File: src/rtl/gshare_bht.sv
// gshare branch history table: 2-bit saturating-style counters indexed by PC XOR global history.
// Registered prediction one cycle after lookup; counters and history train at resolve time.
module gshare_bht #(
   parameter int INDEX_BITS = 4,
   parameter int HIST_BITS  = 4
) (
   input  logic                  clock,
   input  logic                  reset,
   input  logic                  lookup_valid,
   input  logic [31:0]           lookup_pc,
   output logic                  pred_valid,
   output logic                  prediction,
   output logic [INDEX_BITS-1:0] pred_index,
   input  logic                  update_valid,
   input  logic [INDEX_BITS-1:0] update_index,
   input  logic                  update_taken,
   output logic [HIST_BITS-1:0]  ghr
);

   localparam int ENTRIES = 1 << INDEX_BITS;

   logic [1:0]            counters [ENTRIES];
   logic [INDEX_BITS-1:0] idx;
   logic [HIST_BITS-1:0]  ghr_next;
   logic                  unused_pc_bits;

   // Weak states jump straight to the strong state of the observed direction.
   function automatic logic [1:0] train(input logic [1:0] cnt, input logic taken);
      logic [1:0] nxt;
      nxt = cnt;
      case (cnt)
         2'b00:   nxt = taken ? 2'b01 : 2'b00;
         2'b11:   nxt = taken ? 2'b11 : 2'b10;
         default: nxt = taken ? 2'b11 : 2'b00;
      endcase
      return nxt;
   endfunction

   assign unused_pc_bits = ^{lookup_pc[31:INDEX_BITS+2], lookup_pc[1:0]};

   // Uses the history before any same-cycle update (read-before-write).
   assign idx = lookup_pc[INDEX_BITS+1:2] ^ INDEX_BITS'(ghr);

   generate
      if (HIST_BITS == 1) begin : g_hist_one
         assign ghr_next = update_taken;
      end else begin : g_hist_shift
         assign ghr_next = {ghr[HIST_BITS-2:0], update_taken};
      end
   endgenerate

   // NOTE: the table must come out of reset at weakly-not-taken, so it is built
   // from resettable flops rather than an inferred RAM that cannot be cleared.
   always_ff @(posedge clock) begin
      if (reset) begin
         for (int i = 0; i < ENTRIES; i++) counters[i] <= 2'b01;
      end else if (update_valid) begin
         counters[update_index] <= train(counters[update_index], update_taken);
      end
   end

   // NOTE: all state uses non-blocking assignments so the lookup below sees the
   // pre-update counter and history even when both happen in the same cycle.
   always_ff @(posedge clock) begin
      if (reset) begin
         ghr        <= '0;
         pred_valid <= 1'b0;
         prediction <= 1'b0;
         pred_index <= '0;
      end else begin
         pred_valid <= lookup_valid;
         if (lookup_valid) begin
            pred_index <= idx;
            prediction <= counters[idx][1];
         end
         if (update_valid) ghr <= ghr_next;
      end
   end

endmodule
File: config.mk
export PLATFORM = sky130hd
export DESIGN_NAME = gshare_bht
export DESIGN_NICKNAME = d
export VERILOG_FILES = /design/src/rtl/gshare_bht.sv
export SDC_FILE = /design/constraint.sdc
export NUM_CORES = 1
export LEC_CHECK = 0
export BUFFER_PORTS_ARGS = -buffer_cell sky130_fd_sc_hd__buf_2
export CAP_MARGIN = 10
export CORE_MARGIN = 2
export CORE_UTILIZATION = 40
export DETAILED_ROUTE_END_ITERATION = 6
export PLACE_DENSITY_LB_ADDON = 0.3
export SLEW_MARGIN = 20
export SYNTH_ARGS = -nofsm -noshare
export SYNTH_HDL_FRONTEND = slang
export SYNTH_SLANG_ARGS = --single-unit
File: constraint.sdc
create_clock -name clock -period 3 [get_ports clock]
set_clock_uncertainty 0.15 [all_clocks]
set_input_delay 0.3 -clock clock [delete_from_list [all_inputs] [get_ports clock]]
set_output_delay 0.3 -clock clock [all_outputs]
set_load 0.02 [all_outputs]
Word level (Yosys, flattened, before mapping):

Memory sizes are Yosys's and may differ from the RTL's. A register that Yosys moved wholly into a read port is not among the register bits.
Cells that the tools add are included.

* bits in registers: 9
* latch bits: 0
* bits in writable memories: 32
* memory bits (read-only): 0
* bits of input ports: 41
* memories kept: 1

* add/subtract/negate cells: 0
* multipliers: 0
* div/mod/pow operators: 0
* magnitude comparators: 0
* eq/ne operators: 1
* shift-type cells: 0
* mux-type cells: 14
* bitwise logic cells: 1
* reductions and logical operators: 2

Memory list
* counters: words 16, width 2, rd ports 2, clocked after Yosys merged registers in 1, write ports 16, line 22 `logic [1:0] counters [ENTRIES];`

Operators by type and width (number)
* $mux W1: 8
* $mux W2: 4
* $mux W4: 1
* $pmux W2 S2: 1
* $xor A4 B4 Y4: 1
* $eq A2 B2 Y1 const B: 1
* $logic_not A2 Y1: 1
* $reduce_or A2 Y1: 1

Logic depth before layout (Yosys ltp):

Gate-level depths: netlist of run 1.
An unclocked memory read counts as a cell.

* depth in word-level cells: 6
* depth in mapped cells: 7
* mapped depth without buffers: 5

Worst setup path after synthesis of run 1:

OpenSTA, ideal clock, no wires.

* kind: in2reg
* start point: input update_index[0]
* end point: memory counters[10][1], data pin
* library setup time: 0.265 ns
* data arrival time: 2.471 ns
* data required time: 2.585 ns
* path slack: 0.114 ns
* cell stages on the path: 7
* buffers on the path: 2
* path through: buf_4 mux4_2 mux4_2 ha_1 mux2i_1 clkbuf_1 nor2_1

RTL lines
* start, declared: line 15 `input logic [INDEX_BITS-1:0] update_index,`
* end, declared: line 22

==> impl_metrics.ini, run 1 <==
[synth]
ys.flop_type = edfxtp_1
sequential_area_share_after_synthesis_pct = 52.67
post_synth.cell_area_avg_um2 = 13.05
synth_enable_flop_cells = 32
ys_top_cells_by_area = edfxtp_1 44%, mux4_2 10%, dfxtp_1 9.1%
synthesis.yosys.warnings = 0
synth_seq_cells = 42
yosys.cell_types.count = 30
synthesis.nets = 211
post-synth-top-area-fraction_pct = 43.59
yosys.area.top_type = edfxtp_1
synth_top_cells_by_count = 32 x edfxtp_1, 21 x nor2_1, 16 x nand2b_1, 16 x or2_1, 12 x nand2_1
synthMostInstantiatedCell = edfxtp_1
syn-instance-count = 169
synth_area_mm2 = 0.002205
asyncSetResetFlopFracSynth_pct = 0

[layout]
multi_input_area_um2 = 984.7
sequential_cell_area_mm2 = 0.001161
drive_gt1_share_pct = 23.96
design_area_mm2 = 0.002475
syn_to_final_growth_pct = 12.26
final_core_utilization_pct = 45.79
nNetsFinal = 233
num_antenna_cells = 0
layout.filler_cells = 518

[worst_setup_path]
standard_cell_with_the_maximum_stage_delay_on_the_critical_path = mux4_2
critical-path-max-stage-delay_ns = 0.50
worstSetupEndpointType = flip-flop
startpoint_class = flip-flop
path_common_cell = mux4_2
timing.critical_path.cells = mux4_2 -> mux4_2 -> ha_1 -> mux2i_1 -> buf_4 -> nor2_1
ff2ff_path_depth = 6
worst-endpoint-arrival_ns = 2.55
critical_path_class = flip-flop to flip-flop
crit_fanout = 7
rr_startpoint = counters[7][1]$_SDFFCE_PN0P_
critPathRequiredTime_ns = 2.89
path_buf_inv = 1
count_of_cell_instances_traversed_by_the_critical_path = 6
crit_path_start = counters[7][1]$_SDFFCE_PN0P_
ff2ff_setup_slack_ns = 0.34
largest_delay_contributor_family_on_the_critical_path = multiplexers

[detailed_routing]
route.detailed.drc = 0
routedWlPerCell_um = 16.09
vias_per_cell = 5.258
via_count = 1388
first_iter_violations = 77
ant_nets = 0
drt_first_pass_iters = 4
routed_wl_um = 4249

[placed_design]
gp_routability_congestion = 0.7392
place.detailed.hpwl_um = 3000
placement.cell_area_mm2 = 0.002369
port_buffers = 22

[global_route]
grt_pass1_vias = 1399
largest_net_degree_at_the_start_of_global_routing = 31
grt_overflow = 0
grt_first_pass_wirelength_um = 6989
gr-usage-all-layers_pct = 15.39
number_of_antenna_violations_at_the_first_check_in_global_routing = 0

[timing]
final_hold_viol_count = 0
fmax_mhz = 376.2
setup-violations-final = 0
timing.final.crit_share_pct = 88.60
final_period_minus_worst_setup_slack_ns = 2.658
final_max_slew_viol_count = 0
maxSlewHeadroom_pct = 64.55
max_slew.worst_pin.slew_ns = 0.5303
tns_ns = 0
rsz_0062_raised_after_global_routing = no

[die]
die-width_um = 78.24
io_pins = 51
fp.dieArea_mm2 = 0.006122
die_h_um = 78.24
floorplan.rows = 27
floorplan.core_area_mm2 = 0.005405
floorplan.initialDensity_pct = 40.79

[clocking]
numCtsBuffers = 5
post_cts.repair.setup_buffers = 0
cts_hold_buffers = 0
worst_skew_pair.late_latency_ns = 0.29
cts.clk_slew.worst_paths_ns = 0.08
cts.sinks = 42
cts.root.buffer_cell = clkbuf_8
h-tree-depth = 2
cts_resized = 0
clock_path_buffers = 2
tritoncts = yes

[job]
drv.max_cap_violation_count = 0

[power_and_ir_drop]
power.leakage_nw = 0.9334
vdd_drop_max_mv = 0.3207
power.density_cell_area_mw_per_mm2 = 516.5

[min_path]
hp-start = lookup_valid
timing.hold.worst_path_depth = 2
hold_path_class = input pin to flip-flop

[run_status]
status = complete, no violations
[kinds of logic after synthesis]
family          after synthesis  synth area share (%)
flops                        42                 52.67
simple gates                 86                 21.96
mux                          21                 18.16
compound gates                4                 1.305
xor+xnor                      5                 2.668
fa+ha+maj                     1                0.5674
buf+inv                      10                 2.667
[through the flow]
stage	hold slack [ns]	setup WS [ns]	std cells	power, W
after floorplan	0.3256	0.1143	169	0.0007969
after global placement	0.3170	0.01137	256	0.0008560
after detailed placement	0.3253	0.03679	256	0.0008581
after CTS	0.1935	0.3210	264	0.001286
after global routing	0.2075	0.2354	264	0.001332
final	0.1983	0.3420	264	0.001278
[routing by layer]
metal	GRT usage (%)	vias to the layer above	part of all wire (%)	wire length (um)
li1	-	656	-	-
met1	18.57	693	42	1797
met2	26.72	37	52	2190
met3	4.023	2	5.7	241
met4	5.263	0	0.47	20
met5	0	-	0	0
[layout make-up]
class	count	share of cell area, %
multi-input combinational	117	39.79
clock inverter	1	1.213
clock buffer	7	3.084
tap	72	3.640
timing repair buffer	25	5.359
sequential	42	46.92
[worst register-to-register path, delay by kind of cell, from the launching register on]
kind                     cells  cell delay [ns]
AND/OR/NAND/NOR              1             0.05
multiplexers                 3             1.26
flip-flops                   1             0.43
buffers and inverters        1             0.22
adder cells (fa/ha/maj)      1             0.31
[flip-flops by register name, summed over array words and instances, names as in the netlist]
register	cells
pred_index	4
counters	32
ghr	4
pred_valid	1
prediction	1
[placed cells by master (no fill, tap or decap)]
master     instances
and4bb_1           2
mux4_1             4
and4b_1            1
nor2_1            21
or2_1             16
nor2b_1            7
ha_1               1
nand3_1            2
nand2_1           12
dfxtp_1           10
nor3_1             2
edfxtp_1          32
nor4b_2            1
and3_1             4
nor4_2             1
or2b_2             1
bufinv_16          1
o21bai_1           1
mux4_2            10
xor2_1             1
clkbuf_1           2
mux2i_1            7
clkbuf_8           5
buf_2             22
xnor2_1            2
nand2b_1          16
o22ai_1            1
xor2_2             2
a211oi_1           2
buf_4              3
[where the power goes]
group / switching [W] / internal [W] / total (W) / leakage, nW
clock: 0.000186 / 0.000249 / 0.000435 / 0.0524
combinational: 0.0000959 / 0.0000815 / 0.000177 / 0.472
sequential: 0.0000126 / 0.000653 / 0.000665 / 0.408
[worst paths after layout]
kind	to
hold / removal	pred_index[2]$_SDFFE_PP0P_
setup reg to reg	counters[10][1]$_SDFFCE_PN0P_
hold reg to reg	pred_index[3]$_SDFFE_PP0P_
setup / recovery	counters[10][1]$_SDFFCE_PN0P_
Note: power is estimated with default switching activity, not from simulation.
==> run 2, diff against run 1 <==
Settings changed: ABC_CLOCK_PERIOD_IN_PS set to 3000, RECOVER_POWER set to 100.
==> run 2 against run 1 <==
  * Setup slack worse by 0.078 ns
  * Fmax down 2.9%
  * Utilization down 0.69 points
  * Via count down 1.1%
  * Sequential share of layout area up 0.72 points
  * Count of clock-buffer cells in the layout unchanged
  * Critical path type is now input pin to flip-flop
  * Highest routed layer unchanged
==> impl_metrics.ini, run 2 (synthesized netlist as in run 1, its figures left out) <==
[die]
fp.dieArea_mm2 = 0.006122
io_pins = 51
die-width_um = 78.24
die_h_um = 78.24
floorplan.rows = 27
floorplan.initialDensity_pct = 40.79
floorplan.core_area_mm2 = 0.005405

[placed_design]
port_buffers = 22
gp_routability_congestion = 0.7392
place.detailed.hpwl_um = 3000

[clocking]
cts_resized = 0
cts.root.buffer_cell = clkbuf_8
clock_path_buffers = 2
post_cts.repair.setup_buffers = 0
cts_hold_buffers = 0
h-tree-depth = 2
cts.sinks = 42
numCtsBuffers = 5
worst_skew_pair.late_latency_ns = 0.29
tritoncts = yes
cts.clk_slew.worst_paths_ns = 0.08

[global_route]
grt_overflow = 0
grt_first_pass_wirelength_um = 6989
grt_pass1_vias = 1399
largest_net_degree_at_the_start_of_global_routing = 31
gr-usage-all-layers_pct = 15.39
number_of_antenna_violations_at_the_first_check_in_global_routing = 0

[timing]
tns_ns = 0
rsz_0062_raised_after_global_routing = no
timing.final.crit_share_pct = 91.20
setup-violations-final = 0
final_period_minus_worst_setup_slack_ns = 2.736
fmax_mhz = 365.5
final_hold_viol_count = 0
final_hold_slack_ns = 0.2005
max_slew.worst_pin.slew_ns = 1.167
final_max_slew_viol_count = 0
maxSlewHeadroom_pct = 22.20

[worst_setup_path]
ff2ff_path_depth = 6
path_buf_inv = 2
path_common_cell = mux4_2
startpoint_class = input pin
critPathRequiredTime_ns = 2.89
ff2ff_setup_slack_ns = 0.29
critical_path_class = input pin to flip-flop
critical-path-max-stage-delay_ns = 0.59
standard_cell_with_the_maximum_stage_delay_on_the_critical_path = mux4_2
rr_startpoint = counters[7][1]$_SDFFCE_PN0P_
worst-endpoint-arrival_ns = 2.63
crit_fanout = 12
timing.critical_path.cells = clkbuf_2 -> mux4_2 -> mux4_2 -> ha_1 -> mux2i_1 -> clkbuf_1 -> nor2b_1
worstSetupEndpointType = flip-flop
largest_delay_contributor_family_on_the_critical_path = multiplexers
worst_r2r_endpoint = counters[13][1]$_SDFFCE_PN0P_

[layout]
largest_register_ffs = 32
layout.cells.most_common_list = 32 x edfxtp_1, 21 x nor2_1, 16 x nand2b_1
syn_to_final_growth_pct = 10.56
nNetsFinal = 233
layout_commonest_cell = edfxtp_1
reg.largest.list = counters x32, ghr x4, pred_index x4
layout.filler_cells = 531
top_register_by_number_of_flip_flops = counters
num_antenna_cells = 0
drive_gt1_share_pct = 16.15

[detailed_routing]
first_iter_violations = 73
via_count = 1373
route.detailed.drc = 0
routed_wl_um = 4273
vias_per_cell = 5.201
ant_nets = 0
drt_first_pass_iters = 4
routedWlPerCell_um = 16.19

[power_and_ir_drop]
power.density_cell_area_mw_per_mm2 = 519.8
vdd_drop_max_mv = 0.3211
power.leakage_nw = 0.8771

[min_path]
hp-start = lookup_valid
hold_path_class = input pin to flip-flop
timing.hold.worst_path_depth = 2
whs_endpoint = pred_index[2]$_SDFFE_PP0P_

[run_status]
status = complete, no violations

[job]
drv.max_cap_violation_count = 0
[run 2: cell count changes in the layout (fill, tap and decap cells not counted), sizes merged]
cell | previous run | this run
clkbuf | 7 | 22
buf | 25 | 10
[run 2: worst max path at each step]
stage / startpoint / endpoint / slack [ns] / cells past startpoint
3_3_place_gp: update_index[0] / counters[12][1]$_SDFFCE_PN0P_ / 0.01 / 7
5_1_grt: update_index[0] / counters[7][1]$_SDFFCE_PN0P_ / 0.17 / 7
2_1_floorplan: update_index[0] / counters[10][1]$_SDFFCE_PN0P_ / 0.11 / 7
4_1_cts: update_index[0] / counters[10][1]$_SDFFCE_PN0P_ / 0.32 / 7
3_5_place_dp: update_index[0] / counters[15][1]$_SDFFCE_PN0P_ / 0.04 / 7
6_report: update_index[0] / counters[13][1]$_SDFFCE_PN0P_ / 0.26 / 7
[run 2: metrics by stage]
| stage | cell area (um^2) | total power [W] | utilization [%] | cells | setup WS, ns |
|---|---|---|---|---|---|
| 5_1_grt | 2437 | 0.001321 | 45.09 | 264 | 0.1658 |
| 3_3_place_gp | 2369 | 0.0008560 | 43.82 | 256 | 0.01137 |
| 3_5_place_dp | 2369 | 0.0008581 | 43.82 | 256 | 0.03679 |
| 4_1_cts | 2475 | 0.001286 | 45.79 | 264 | 0.3210 |
| 6_report | 2437 | 0.001267 | 45.09 | 264 | 0.2640 |
| 2_1_floorplan | 2205 | 0.0007969 | - | 169 | 0.1143 |
[run 2: cell type report]
type                    count  area (um^2)  area share [%]
well taps                  72        90.09           3.696
repair buffers             25        108.9           4.466
clock inverters             1        30.03           1.232
clock buffers               7        76.32           3.131
flip-flops and latches     42         1161           47.64
multi-input cells         117        970.9           39.84
[run 2: per-layer routing]
layer,track usage [%],vias to the layer above,part of all wire (%)
met1,18.57,686,44
li1,-,656,-
met4,5.263,0,0.54
met3,4.023,2,3.9
met2,26.72,29,51
met5,0,-,0
[run 2: worst reg2reg max path, cell delays in order (launching register included)]
cell and delay [ns]:
edfxtp_1 0.42, mux4_2 0.50, mux4_2 0.46, ha_1 0.31, mux2i_1 0.29, clkbuf_1 0.27
nor2b_1 0.08
[run 2: power breakdown]
part           total (W)  leakage, nW  switching [W]  internal (W)
Clock           0.000434       0.0524       0.000185      0.000249
Combinational   0.000167        0.416      0.0000957     0.0000717
Sequential      0.000665        0.408      0.0000126      0.000653
